$ cat config.mk
export PLATFORM = sky130hd
export DESIGN_NAME = led_pattern_seq
export DESIGN_NICKNAME = d
export VERILOG_FILES = /design/src/rtl/led_pattern_seq.sv
export SDC_FILE = /design/constraint.sdc
export NUM_CORES = 1
export LEC_CHECK = 0
export BUFFER_PORTS_ARGS = -buffer_cell sky130_fd_sc_hd__buf_2
export CAP_MARGIN = 30
export CORE_AREA = 2 2 105 107
export CTS_BUF_LIST = sky130_fd_sc_hd__clkbuf_4
export CTS_CLUSTER_DIAMETER = 60
export DETAILED_ROUTE_END_ITERATION = 10
export DIE_AREA = 0 0 107 109
export GPL_TIMING_DRIVEN = 0
export SLEW_MARGIN = 25
export SYNTH_ARGS = -nofsm -noshare
export SYNTH_HDL_FRONTEND = slang
export SYNTH_SLANG_ARGS = --single-unit
$ cat constraint.sdc
create_clock -name sys_clk -period 2.1 [get_ports sys_clk]
set_clock_uncertainty 0.15 [all_clocks]
set_input_delay 0.21 -clock sys_clk [delete_from_list [all_inputs] [get_ports sys_clk]]
set_output_delay 0.21 -clock sys_clk [all_outputs]
set_load 0.01 [all_outputs]
$ cat src/rtl/led_pattern_seq.sv
// rtl/led_pattern_seq.sv - LED pattern sequencer with step timer, four patterns, speed select and single-step
module led_pattern_seq #(
  parameter int LED_W      = 6,
  parameter int TICK_DIV   = 3_500_000,
  parameter int ACTIVE_LOW = 1
) (
  input  logic             sys_clk,
  input  logic             sys_rst_n,
  input  logic [1:0]       mode,
  input  logic             run,
  input  logic [1:0]       speed,
  input  logic             step,
  output logic [LED_W-1:0] led,
  output logic             step_stb,
  output logic             wrap_stb
);

  localparam int CNT_W = $clog2(TICK_DIV);
  localparam logic [LED_W-1:0] PAT_ONE  = LED_W'(1);
  localparam logic [LED_W-1:0] PAT_ZERO = '0;

  localparam logic [1:0] MODE_ROL    = 2'b00;
  localparam logic [1:0] MODE_ROR    = 2'b01;
  localparam logic [1:0] MODE_BOUNCE = 2'b10;
  localparam logic [1:0] MODE_COUNT  = 2'b11;

  typedef enum logic {
    DIR_LEFT  = 1'b0,
    DIR_RIGHT = 1'b1
  } dir_t;

  logic [LED_W-1:0] r_pat;
  logic [CNT_W-1:0] r_cnt;
  dir_t             r_dir;
  logic [1:0]       r_mode_q;
  logic             r_step_q;
  logic             r_step_stb;
  logic             r_wrap_stb;

  logic [LED_W-1:0] w_pat_nxt;
  logic [CNT_W-1:0] w_cnt_nxt;
  dir_t             w_dir_nxt;
  logic             w_step_stb_nxt;
  logic             w_wrap_stb_nxt;
  logic [31:0]      w_per;
  logic             w_mode_chg;
  logic             w_tick;
  logic             w_manual;
  logic             w_adv;

  // Step period at the selected speed and the advance request sources.
  always_comb begin
    w_per      = 32'(TICK_DIV) >> speed;
    w_mode_chg = (mode != r_mode_q);
    // >= rather than == so that a mid-count speed-up past the new limit advances at once
    w_tick     = run && (32'(r_cnt) >= (w_per - 32'd1));
    w_manual   = !run && step && !r_step_q;
    w_adv      = !w_mode_chg && (w_tick || w_manual);
  end

  // Next-state logic: mode reinit has priority, otherwise timer upkeep and pattern advance.
  always_comb begin
    w_pat_nxt      = r_pat;
    w_cnt_nxt      = r_cnt;
    w_dir_nxt      = r_dir;
    w_step_stb_nxt = 1'b0;
    w_wrap_stb_nxt = 1'b0;

    if (w_mode_chg) begin
      w_pat_nxt = (mode == MODE_COUNT) ? PAT_ZERO : PAT_ONE;
      w_dir_nxt = DIR_LEFT;
      w_cnt_nxt = '0;
    end else begin
      if (!run || w_tick) begin
        w_cnt_nxt = '0;
      end else begin
        w_cnt_nxt = r_cnt + CNT_W'(1);
      end

      if (w_adv) begin
        w_step_stb_nxt = 1'b1;
        case (r_mode_q)
          MODE_ROL: begin
            w_pat_nxt      = {r_pat[LED_W-2:0], r_pat[LED_W-1]};
            w_wrap_stb_nxt = (w_pat_nxt == PAT_ONE);
          end
          MODE_ROR: begin
            w_pat_nxt      = {r_pat[0], r_pat[LED_W-1:1]};
            w_wrap_stb_nxt = (w_pat_nxt == PAT_ONE);
          end
          MODE_BOUNCE: begin
            // Direction flips on the edge that reaches an end, so end LEDs light once per pass
            if (r_dir == DIR_LEFT) begin
              w_pat_nxt = r_pat << 1;
              if (w_pat_nxt[LED_W-1]) w_dir_nxt = DIR_RIGHT;
            end else begin
              w_pat_nxt = r_pat >> 1;
              if (w_pat_nxt[0]) w_dir_nxt = DIR_LEFT;
            end
            w_wrap_stb_nxt = (w_pat_nxt == PAT_ONE);
          end
          default: begin
            w_pat_nxt      = r_pat + PAT_ONE;
            w_wrap_stb_nxt = (w_pat_nxt == PAT_ZERO);
          end
        endcase
      end
    end
  end

  // State registers; reset clears immediately without waiting for a clock edge.
  always_ff @(posedge sys_clk or negedge sys_rst_n) begin
    if (!sys_rst_n) begin
      r_pat      <= PAT_ONE;
      r_cnt      <= '0;
      r_dir      <= DIR_LEFT;
      r_mode_q   <= MODE_ROL;
      r_step_q   <= 1'b0;
      r_step_stb <= 1'b0;
      r_wrap_stb <= 1'b0;
    end else begin
      r_pat      <= w_pat_nxt;
      r_cnt      <= w_cnt_nxt;
      r_dir      <= w_dir_nxt;
      r_mode_q   <= mode;
      r_step_q   <= step;
      r_step_stb <= w_step_stb_nxt;
      r_wrap_stb <= w_wrap_stb_nxt;
    end
  end

  assign led      = (ACTIVE_LOW != 0) ? ~r_pat : r_pat;
  assign step_stb = r_step_stb;
  assign wrap_stb = r_wrap_stb;

endmodule

==> qor_table.md, run 1 <==
| Result | Reported | Unit |
| --- | --- | --- |
| Top cell type by total area after synthesis | sky130_fd_sc_hd__dfrtp_1 | - |
| R2R Path End | r_pat[4]$_DFFE_PN0P_ | - |
| Final-stage net count | 376 | - |
| Cell types with the largest area share after synthesis | sky130_fd_sc_hd__dfrtp_1, sky130_fd_sc_hd__ha_1, sky130_fd_sc_hd__nor2_1 | - |
| Combined flip-flop and latch cell area | 852 | um^2 |
| DRT iter0 DRCs | 89 | - |
| Post-DR wirelength/cell | 13.6 | um |
| First-pass detailed-route iteration total | 4 | - |
| Path category of the worst min-delay check | in2reg | - |
| EDFF count, synth | 0 | - |
| Register-to-register setup slack | -0.37 | ns |
| All-layer global routing usage | 0.119 | - |
| Setup repair after global routing missed its margin | yes | - |
| Critical path data arrival time | 2.72 | ns |
| Sequential share of the synthesized area | 0.329 | - |
| Largest net degree at the start of global routing | 35 | - |
| Final worst path period share | 1.23 | - |
| Category of the worst setup path capture point | flop | - |
| Setup ws final | -0.475 | ns |
| H-tree depth | 2 | - |
| Power per standard cell area | 414 | mW/mm^2 |
| Hold path depth | 4 | - |
| Violated checks | setup timing | - |
| Worst R2R Path Depth | 7 | - |
| Slowest Stage Delay on Critical Path | 0.34 | ns |
| Antenna diodes | 0 | - |
| Max Fclk | 388 | MHz |
| Fin util | 0.310 | - |
| #FFs+latches synth | 34 | - |
| Floorplan Core Area | 0.0106 | mm^2 |
| Clock-pin slew on the worst setup and hold paths | 0.12 | ns |
| Headroom to the max-slew limit | 0.482 | - |
| Data required time at the worst endpoint | 2.24 | ns |
| Number of fillers in the final layout | 1,135 | - |
| Cells after synthesis | 292 | - |
| Synth Net Count | 333 | - |
| Number of max-capacitance violations reported | 0 | - |
| Distinct cell type count after synthesis | 52 | - |
| Setup Crit Path Kind | in2reg | - |
| Width of the die | 107 | um |
| Top-Level Pins | 16 | - |
| Overall routed net length | 6480 | um |
| Share of layout cells above drive strength 1 | 0.256 | - |
| Cell with the largest stage delay on the worst path | sky130_fd_sc_hd__a31oi_4 | - |
| Final slew viol count | 0 | - |
| Startpoint of the worst register-to-register path | r_cnt[20]$_DFF_PN0_ | - |
| Chip height | 109 | um |
| Total global routing overflow | 0 | - |
| Peak supply drop | 0.000244 | V |
| Area enclosed by the die boundary | 0.0117 | mm^2 |
| Count of buffers inserted at the top-level ports | 15 | - |
| Post-route antenna net violation count | 0 | - |
| Via count of the first global-routing pass | 2,290 | - |
| Number of remaining DRC errors | 0 | - |
| Post-DP HPWL | 4520 | um |
| Final std cell area, no fill | 0.00329 | mm^2 |
| Worst min-delay path endpoint | step_stb$_DFF_PN0_ | - |
| Largest fanout of any net on the critical path | 7 | - |
| Longest Clk Path Bufs | 2 | - |
| Tmin final | 2.57 | ns |
| Post-place instance area | 0.00291 | mm^2 |
| Initial cell density of the core | 0.245 | - |
| CP cell instances | buf_12 > clkinvlp_4 > ha_4 > nor4bb_4 > xnor2_1 > ha_1 > nand4_1 > nor4_4 > o211ai_2 > a31oi_4 > a21boi_2 > o221a_1 | - |
| Top cell type's share of synthesized area | 0.319 | - |
| Area used by multi-input combinational logic | 0.00176 | mm^2 |
| Area of the mapped netlist | 0.00259 | mm^2 |
| Kind of cell with the highest combined delay on the critical path | compound AO/OA/AOI/OAI gates | - |
| Lkg Pwr | 1.35 | nW |
| Total clock buffers created by CTS | 5 | - |
| Clock insertion delay at the later pin of the skew report | 0.35 | ns |
| Synth Flop Type | sky130_fd_sc_hd__dfrtp_1 | - |
| Total number of clock tree sinks | 34 | - |
| Number of vias after detailed routing | 2,308 | - |
| Global-route wire length before repair | 11,200 | um |
| CTS tree | yes | - |
| Signed area change from the synthesized netlist to the final layout | 26.9 | % |
| Placer congestion estimate | 0.864 | - |
| Root Driver | sky130_fd_sc_hd__clkbuf_4 | - |
| Kind of launch point of the worst setup path | input pin | - |
| Final count of hold timing violations | 0 | - |
| Via density per instance | 4.85 | - |
| Post-synthesis average cell area | 8.88 | um^2 |
| Buf/Inv on CP | 2 | - |
| Asr flop ratio synth | 1.00 | - |
| Antenna violations before repair | 0 | - |
| Yosys synthesis warning count | 0 | - |
| Std cell rows | 38 | - |
| Result of the run | finished, violations left | - |
| Min-delay src | run | - |
| Final setup violation count | 31 | - |
| Actual slew at the worst max-slew pin | 0.777 | ns |
-- how the worst max path moves through the flow --
| stage | start | end | slack, ns | cells after the start |
|---|---|---|---|---|
| after floorplan | speed[0] | r_pat[4]$_DFFE_PN0P_ | -0.56 | 11 |
| after global placement | speed[0] | r_dir$_DFFE_PN0P_ | -1.11 | 12 |
| after detailed placement | speed[0] | r_dir$_DFFE_PN0P_ | -1.11 | 12 |
| after CTS | speed[0] | r_pat[4]$_DFFE_PN0P_ | -0.51 | 12 |
| after global routing | speed[0] | r_pat[4]$_DFFE_PN0P_ | -0.58 | 12 |
| final | speed[0] | r_pat[4]$_DFFE_PN0P_ | -0.47 | 12 |
-- per-stage QoR --
step / setup slack, ns / TNS (ns) / std cells / hold slack, ns / total power [W]
after CTS: -0.513 / -11.46 / 472 / 0.257 / 0.00135
final: -0.475 / -12.53 / 476 / 0.269 / 0.00136
after floorplan: -0.560 / -13.74 / 292 / -0.236 / 0.000844
after global routing: -0.576 / -15.49 / 476 / 0.238 / 0.00144
after global placement: -1.11 / -30.35 / 447 / 0.183 / 0.000918
after detailed placement: -1.11 / -30.46 / 447 / 0.196 / 0.000924
-- Yosys cell counts, drive strengths merged (2+ instances only) --
cell and n:
a21o 4, a211oi 2, a21oi 17, buf 3, ha 33, dfrtp 33, nand2 24, a31oi 4
a21boi 2, nand3 11, a222oi 2, nor2 34, xnor2 12, and3 4, o211ai 2, nor3 5
and2 3, a221oi 3, o21a 2, o21ai 13, xor2 12, nor4 2, nor2b 2, a41oi 2
nand4 12, o221a 2, and4 4, inv 21, clkbuf 10
-- sequential cells by signal, indices dropped and copies added, names as in the netlist --
name / count
r_step_q: 1
r_dir: 1
r_cnt: 22
r_mode_q: 2
wrap_stb: 1
step_stb: 1
r_pat: 6
-- logic make-up after synthesis --
| logic type | share of synthesized area |
|---|---|
| and+or+nand+nor | 0.203 |
| AOI/OAI and AO/OA | 0.174 |
| buffers and inverters | 0.0507 |
| DFF | 0.329 |
| adders and majority gates | 0.159 |
| xor gates and xnor gates | 0.0811 |
| muxes | 0.00386 |
-- worst min-delay path: stages --
cell and delay, ns:
sky130_fd_sc_hd__buf_2 0.13, sky130_fd_sc_hd__a21o_1 0.22, sky130_fd_sc_hd__nand2_2 0.13, sky130_fd_sc_hd__nor2_2 0.05
-- layer usage --
layer	vias up	wire (um)	share of wire	global-route usage
met2	47	3160	0.49	0.201
met4	0	40	0.0062	0.0250
met5	-	0	0	0
met1	1127	3030	0.47	0.158
met3	6	250	0.039	0.0245
li1	1128	-	-	-
-- where the power goes --
| part | switching [W] | internal, W |
|---|---|---|
| Sequential | 0.00000897 | 0.000667 |
| Combinational | 0.000173 | 0.000129 |
| Clock | 0.000258 | 0.000125 |
| Total | 0.000440 | 0.000921 |
-- layout by cell type (no fill, tap or decap), types with 3 or more instances in the layout --
cell	count
sky130_fd_sc_hd__a21o_1	3
sky130_fd_sc_hd__a21oi_1	16
sky130_fd_sc_hd__a31oi_1	3
sky130_fd_sc_hd__and3_1	3
sky130_fd_sc_hd__and4_1	4
sky130_fd_sc_hd__buf_2	14
sky130_fd_sc_hd__buf_4	12
sky130_fd_sc_hd__buf_6	5
sky130_fd_sc_hd__buf_8	3
sky130_fd_sc_hd__clkbuf_1	10
sky130_fd_sc_hd__clkbuf_4	5
sky130_fd_sc_hd__clkinvlp_4	3
sky130_fd_sc_hd__dfrtp_1	33
sky130_fd_sc_hd__dlygate4sd3_1	4
sky130_fd_sc_hd__ha_1	28
sky130_fd_sc_hd__ha_4	4
sky130_fd_sc_hd__inv_1	18
sky130_fd_sc_hd__nand2_1	23
sky130_fd_sc_hd__nand3_1	10
sky130_fd_sc_hd__nand4_1	11
sky130_fd_sc_hd__nor2_1	15
sky130_fd_sc_hd__nor2_2	17
sky130_fd_sc_hd__nor3_1	5
sky130_fd_sc_hd__o21ai_0	11
sky130_fd_sc_hd__xnor2_1	12
sky130_fd_sc_hd__xor2_1	12
-- what timing repair did --
item | 4_1_cts | 5_1_grt
pin swaps | 14 | 14
hold buffers | 4 | 0
gates cloned | 2 | 0
setup buffers | 12 | 4
endpoints found under the hold margin | 36 | 0
endpoints found under the setup margin | 31 | 31
resized for setup | 25 | 24
-- final cells by class --
type | count | share of cell area
plain buffers | 13 | 0.0209
flip-flops and latches | 34 | 0.259
multi-input cells | 224 | 0.535
clock inverters | 3 | 0.00494
inverters | 21 | 0.0270
clock buffers | 5 | 0.0114
well taps | 140 | 0.0533
repair buffers | 36 | 0.0882
Power figures use the tool's default switching activity.
==> inputs of run 2 (changes only) <==
- CTS_BUF_LIST: sky130_fd_sc_hd__clkbuf_4 -> default
==> qor_table.md, run 2 (synthesis gave the netlist of run 1 again) <==
| Result | Reported | Unit | Change |
| --- | --- | --- | --- |
| Critical path data arrival time | 2.73 | ns | about the same |
| Clock network fraction of design power | 0.356 | - | +0.075 |
| DRT iter0 DRCs | 70 | - | -21% |
| Clock-pin slew on the worst setup and hold paths | 0.08 | ns | -0.04 ns |
| Total chip power | 0.00151 | W | +11% |
| Number of non-filler instances in the completed layout | 476 | - | unchanged |
| Gr busiest metal | met2 | - |  |
| Headroom to the max-slew limit | 0.476 | - | -0.00607 |
| Number of instances in the placed design | 447 | - | unchanged |
| Share of total power in sequential cells | 0.448 | - | -0.049 |
| Power per standard cell area | 458 | mW/mm^2 | +11% |
| Final count of hold timing violations | 0 | - | unchanged |
| Post-DP HPWL | 4520 | um | unchanged |
| Most frequent cells in the layout | sky130_fd_sc_hd__dfrtp_1, sky130_fd_sc_hd__ha_1, sky130_fd_sc_hd__nor2_1, sky130_fd_sc_hd__nand2_1, sky130_fd_sc_hd__inv_1 | - |  |
| H-tree depth | 2 | - | unchanged |
| Std cell rows | 38 | - | unchanged |
| Global-route wire length before repair | 11,200 | um | about the same |
| Total global routing overflow | 0 | - | unchanged |
| Placer congestion estimate | 0.864 | - | unchanged |
| Number of max-capacitance violations reported | 0 | - | unchanged |
| Comb pwr share | 0.196 | - | -0.026 |
| Setup Crit Path Kind | in2reg | - |  |
| Largest fanout of any net on the critical path | 7 | - | unchanged |
| Met2 track demand over resource | 0.199 | - | -0.00227 |
| Global-route met1 utilization | 0.159 | - | +0.00146 |
| Final-stage net count | 376 | - | unchanged |
| Tmin final | 2.64 | ns | +0.0697 ns |
| Initial cell density of the core | 0.245 | - | unchanged |
| Share of layout cells above drive strength 1 | 0.232 | - | -0.0238 |
| Total number of clock tree sinks | 34 | - | unchanged |
| Final slew viol count | 0 | - | unchanged |
| Top reg by flops | r_cnt | - |  |
| Number of vias after detailed routing | 2,313 | - | +0.22% |
| Result of the run | finished, violations left | - |  |
| Overall routed net length | 6450 | um | -0.43% |
| Floorplan Core Area | 0.0106 | mm^2 | unchanged |
| Post-DR wirelength/cell | 13.5 | um | -0.43% |
| Setup ws final | -0.544 | ns | -0.0697 ns |
| Global Route met3 Usage | 0.0245 | - | unchanged |
| Longest Clk Path Bufs | 2 | - | unchanged |
| Largest registers in the final layout | r_cnt: 22 flops, r_pat: 6 flops, r_mode_q: 2 flops | - |  |
| Width of the die | 107 | um | unchanged |
| Antenna violations before repair | 0 | - | unchanged |
| Largest net degree at the start of global routing | 35 | - | unchanged |
| Category of the worst setup path capture point | flop | - |  |
| Placement-stage worst setup slack | -1.11 | ns | unchanged |
| Fraction of power spent switching nets | 0.300 | - | -0.0233 |
| Peak supply drop | 0.000241 | V | -1.2% |
| Final setup violation count | 31 | - | unchanged |
| Post-route antenna net violation count | 0 | - | unchanged |
| Root Driver | sky130_fd_sc_hd__clkbuf_8 | - |  |
| Switching power of the nets | 0.000453 | W | +3.0% |
| Clock insertion delay at the later pin of the skew report | 0.30 | ns | -0.05 ns |
| Lkg Pwr | 1.36 | nW | +1.1% |
| Count of buffers inserted at the top-level ports | 15 | - | unchanged |
| Top-Level Pins | 16 | - | unchanged |
| Area enclosed by the die boundary | 0.0117 | mm^2 | unchanged |
| Chip height | 109 | um | unchanged |
| Via density per instance | 4.86 | - | +0.22% |
| Signed area change from the synthesized netlist to the final layout | 27.2 | % |  |
| Antenna diodes | 0 | - | unchanged |
| Fin util | 0.311 | - | +0.000708 |
| Actual slew at the worst max-slew pin | 0.786 | ns | +0.00911 ns |
| Max Fclk | 378 | MHz | -2.6% |
| Via count of the first global-routing pass | 2,275 | - | -0.66% |
| Flip-flop count of the largest register, all copies and words added | 22 | - | unchanged |
| First-pass detailed-route iteration total | 5 | - | +1 |
| All-layer global routing usage | 0.119 | - | -0.000126 |
| Data required time at the worst endpoint | 2.18 | ns | -0.06 ns |
| Number of remaining DRC errors | 0 | - | unchanged |
| Final worst path period share | 1.26 | - | +0.0332 |
| Violated checks | setup timing | - |  |
| Kind of launch point of the worst setup path | input pin | - |  |
| Internal power contribution | 0.00106 | W | +15% |
| Total clock buffers created by CTS | 5 | - | unchanged |
| CTS tree | yes | - |  |
| Setup repair after global routing missed its margin | yes | - |  |
| Most common cell after layout, fill and taps aside | sky130_fd_sc_hd__dfrtp_1 | - |  |
| Setup TNS | -14.96 | ns | -2.42 ns |
| Path category of the worst min-delay check | reg2reg | - |  |
-- run 2: per-stage QoR --
step           hold slack, ns  area (um^2)
2_1_floorplan          -0.236         2660
3_3_place_gp            0.183         2910
3_5_place_dp            0.196         2910
4_1_cts                 0.303         3230
5_1_grt                 0.323         3300
6_report                0.312         3300
-- run 2: layout make-up --
cell class              instances  area [um^2]
inverters                      21         88.8
multi-input cells             224         1740
fillers                      1134         7310
clock buffers                   6         82.6
flip-flops and latches         34          852
clock inverters                 2         12.5
repair buffers                 36          279
well taps                     140          175
plain buffers                  13         68.8
-- run 2: worst paths after layout --
kind                                    endpoint  cells past startpoint  slack, ns                 from
max                         r_pat[4]$_DFFE_PN0P_                     12      -0.54             speed[0]
min                           r_cnt[0]$_DFF_PN0_                      1       0.31   r_cnt[0]$_DFF_PN0_
max reg2reg                 r_pat[4]$_DFFE_PN0P_                      7      -0.36  r_cnt[20]$_DFF_PN0_
min reg2reg                   r_cnt[0]$_DFF_PN0_                      1       0.31   r_cnt[0]$_DFF_PN0_
max in group asynchronous  r_mode_q[0]$_DFF_PN0_                      2       0.92            sys_rst_n
min in group asynchronous   r_pat[3]$_DFFE_PN0P_                      2       0.36            sys_rst_n
-- run 2: worst max-delay path: stages --
cell and delay, ns:
sky130_fd_sc_hd__buf_12 0.09, sky130_fd_sc_hd__clkinvlp_4 0.16, sky130_fd_sc_hd__ha_4 0.22, sky130_fd_sc_hd__nor4bb_4 0.29, sky130_fd_sc_hd__xnor2_1 0.11, sky130_fd_sc_hd__ha_1 0.32, sky130_fd_sc_hd__nand4_1 0.13, sky130_fd_sc_hd__nor4_4 0.26
sky130_fd_sc_hd__o211ai_2 0.21, sky130_fd_sc_hd__a31oi_4 0.34, sky130_fd_sc_hd__a21boi_2 0.21, sky130_fd_sc_hd__o221a_1 0.18
-- run 2: metal layers --
| metal | up-vias | part of all wire |
|---|---|---|
| met5 | - | 0 |
| met4 | 0 | 0.0088 |
| met3 | 6 | 0.039 |
| met2 | 51 | 0.48 |
| met1 | 1134 | 0.47 |
| li1 | 1122 | - |
-- run 2: timing repair --
| action | CTS | global route |
|---|---|---|
| hold buffers | 4 | 0 |
| hold endpoints to repair | 36 | 0 |
| gates resized for setup | 23 | 15 |
| setup buffers | 13 | 4 |
| gates cloned | 2 | 0 |
| setup endpoints to repair | 31 | 31 |
| pin swaps | 15 | 14 |
-- run 2: power groups by stage --
stage / combinational (W) / sequential [W] / clock, W
2_1_floorplan: 0.000157 / 0.000687 / 0
3_3_place_gp: 0.000230 / 0.000688 / 0
3_5_place_dp: 0.000235 / 0.000689 / 0
4_1_cts: 0.000283 / 0.000676 / 0.000546
5_1_grt: 0.000329 / 0.000678 / 0.000575
6_report: 0.000296 / 0.000676 / 0.000538
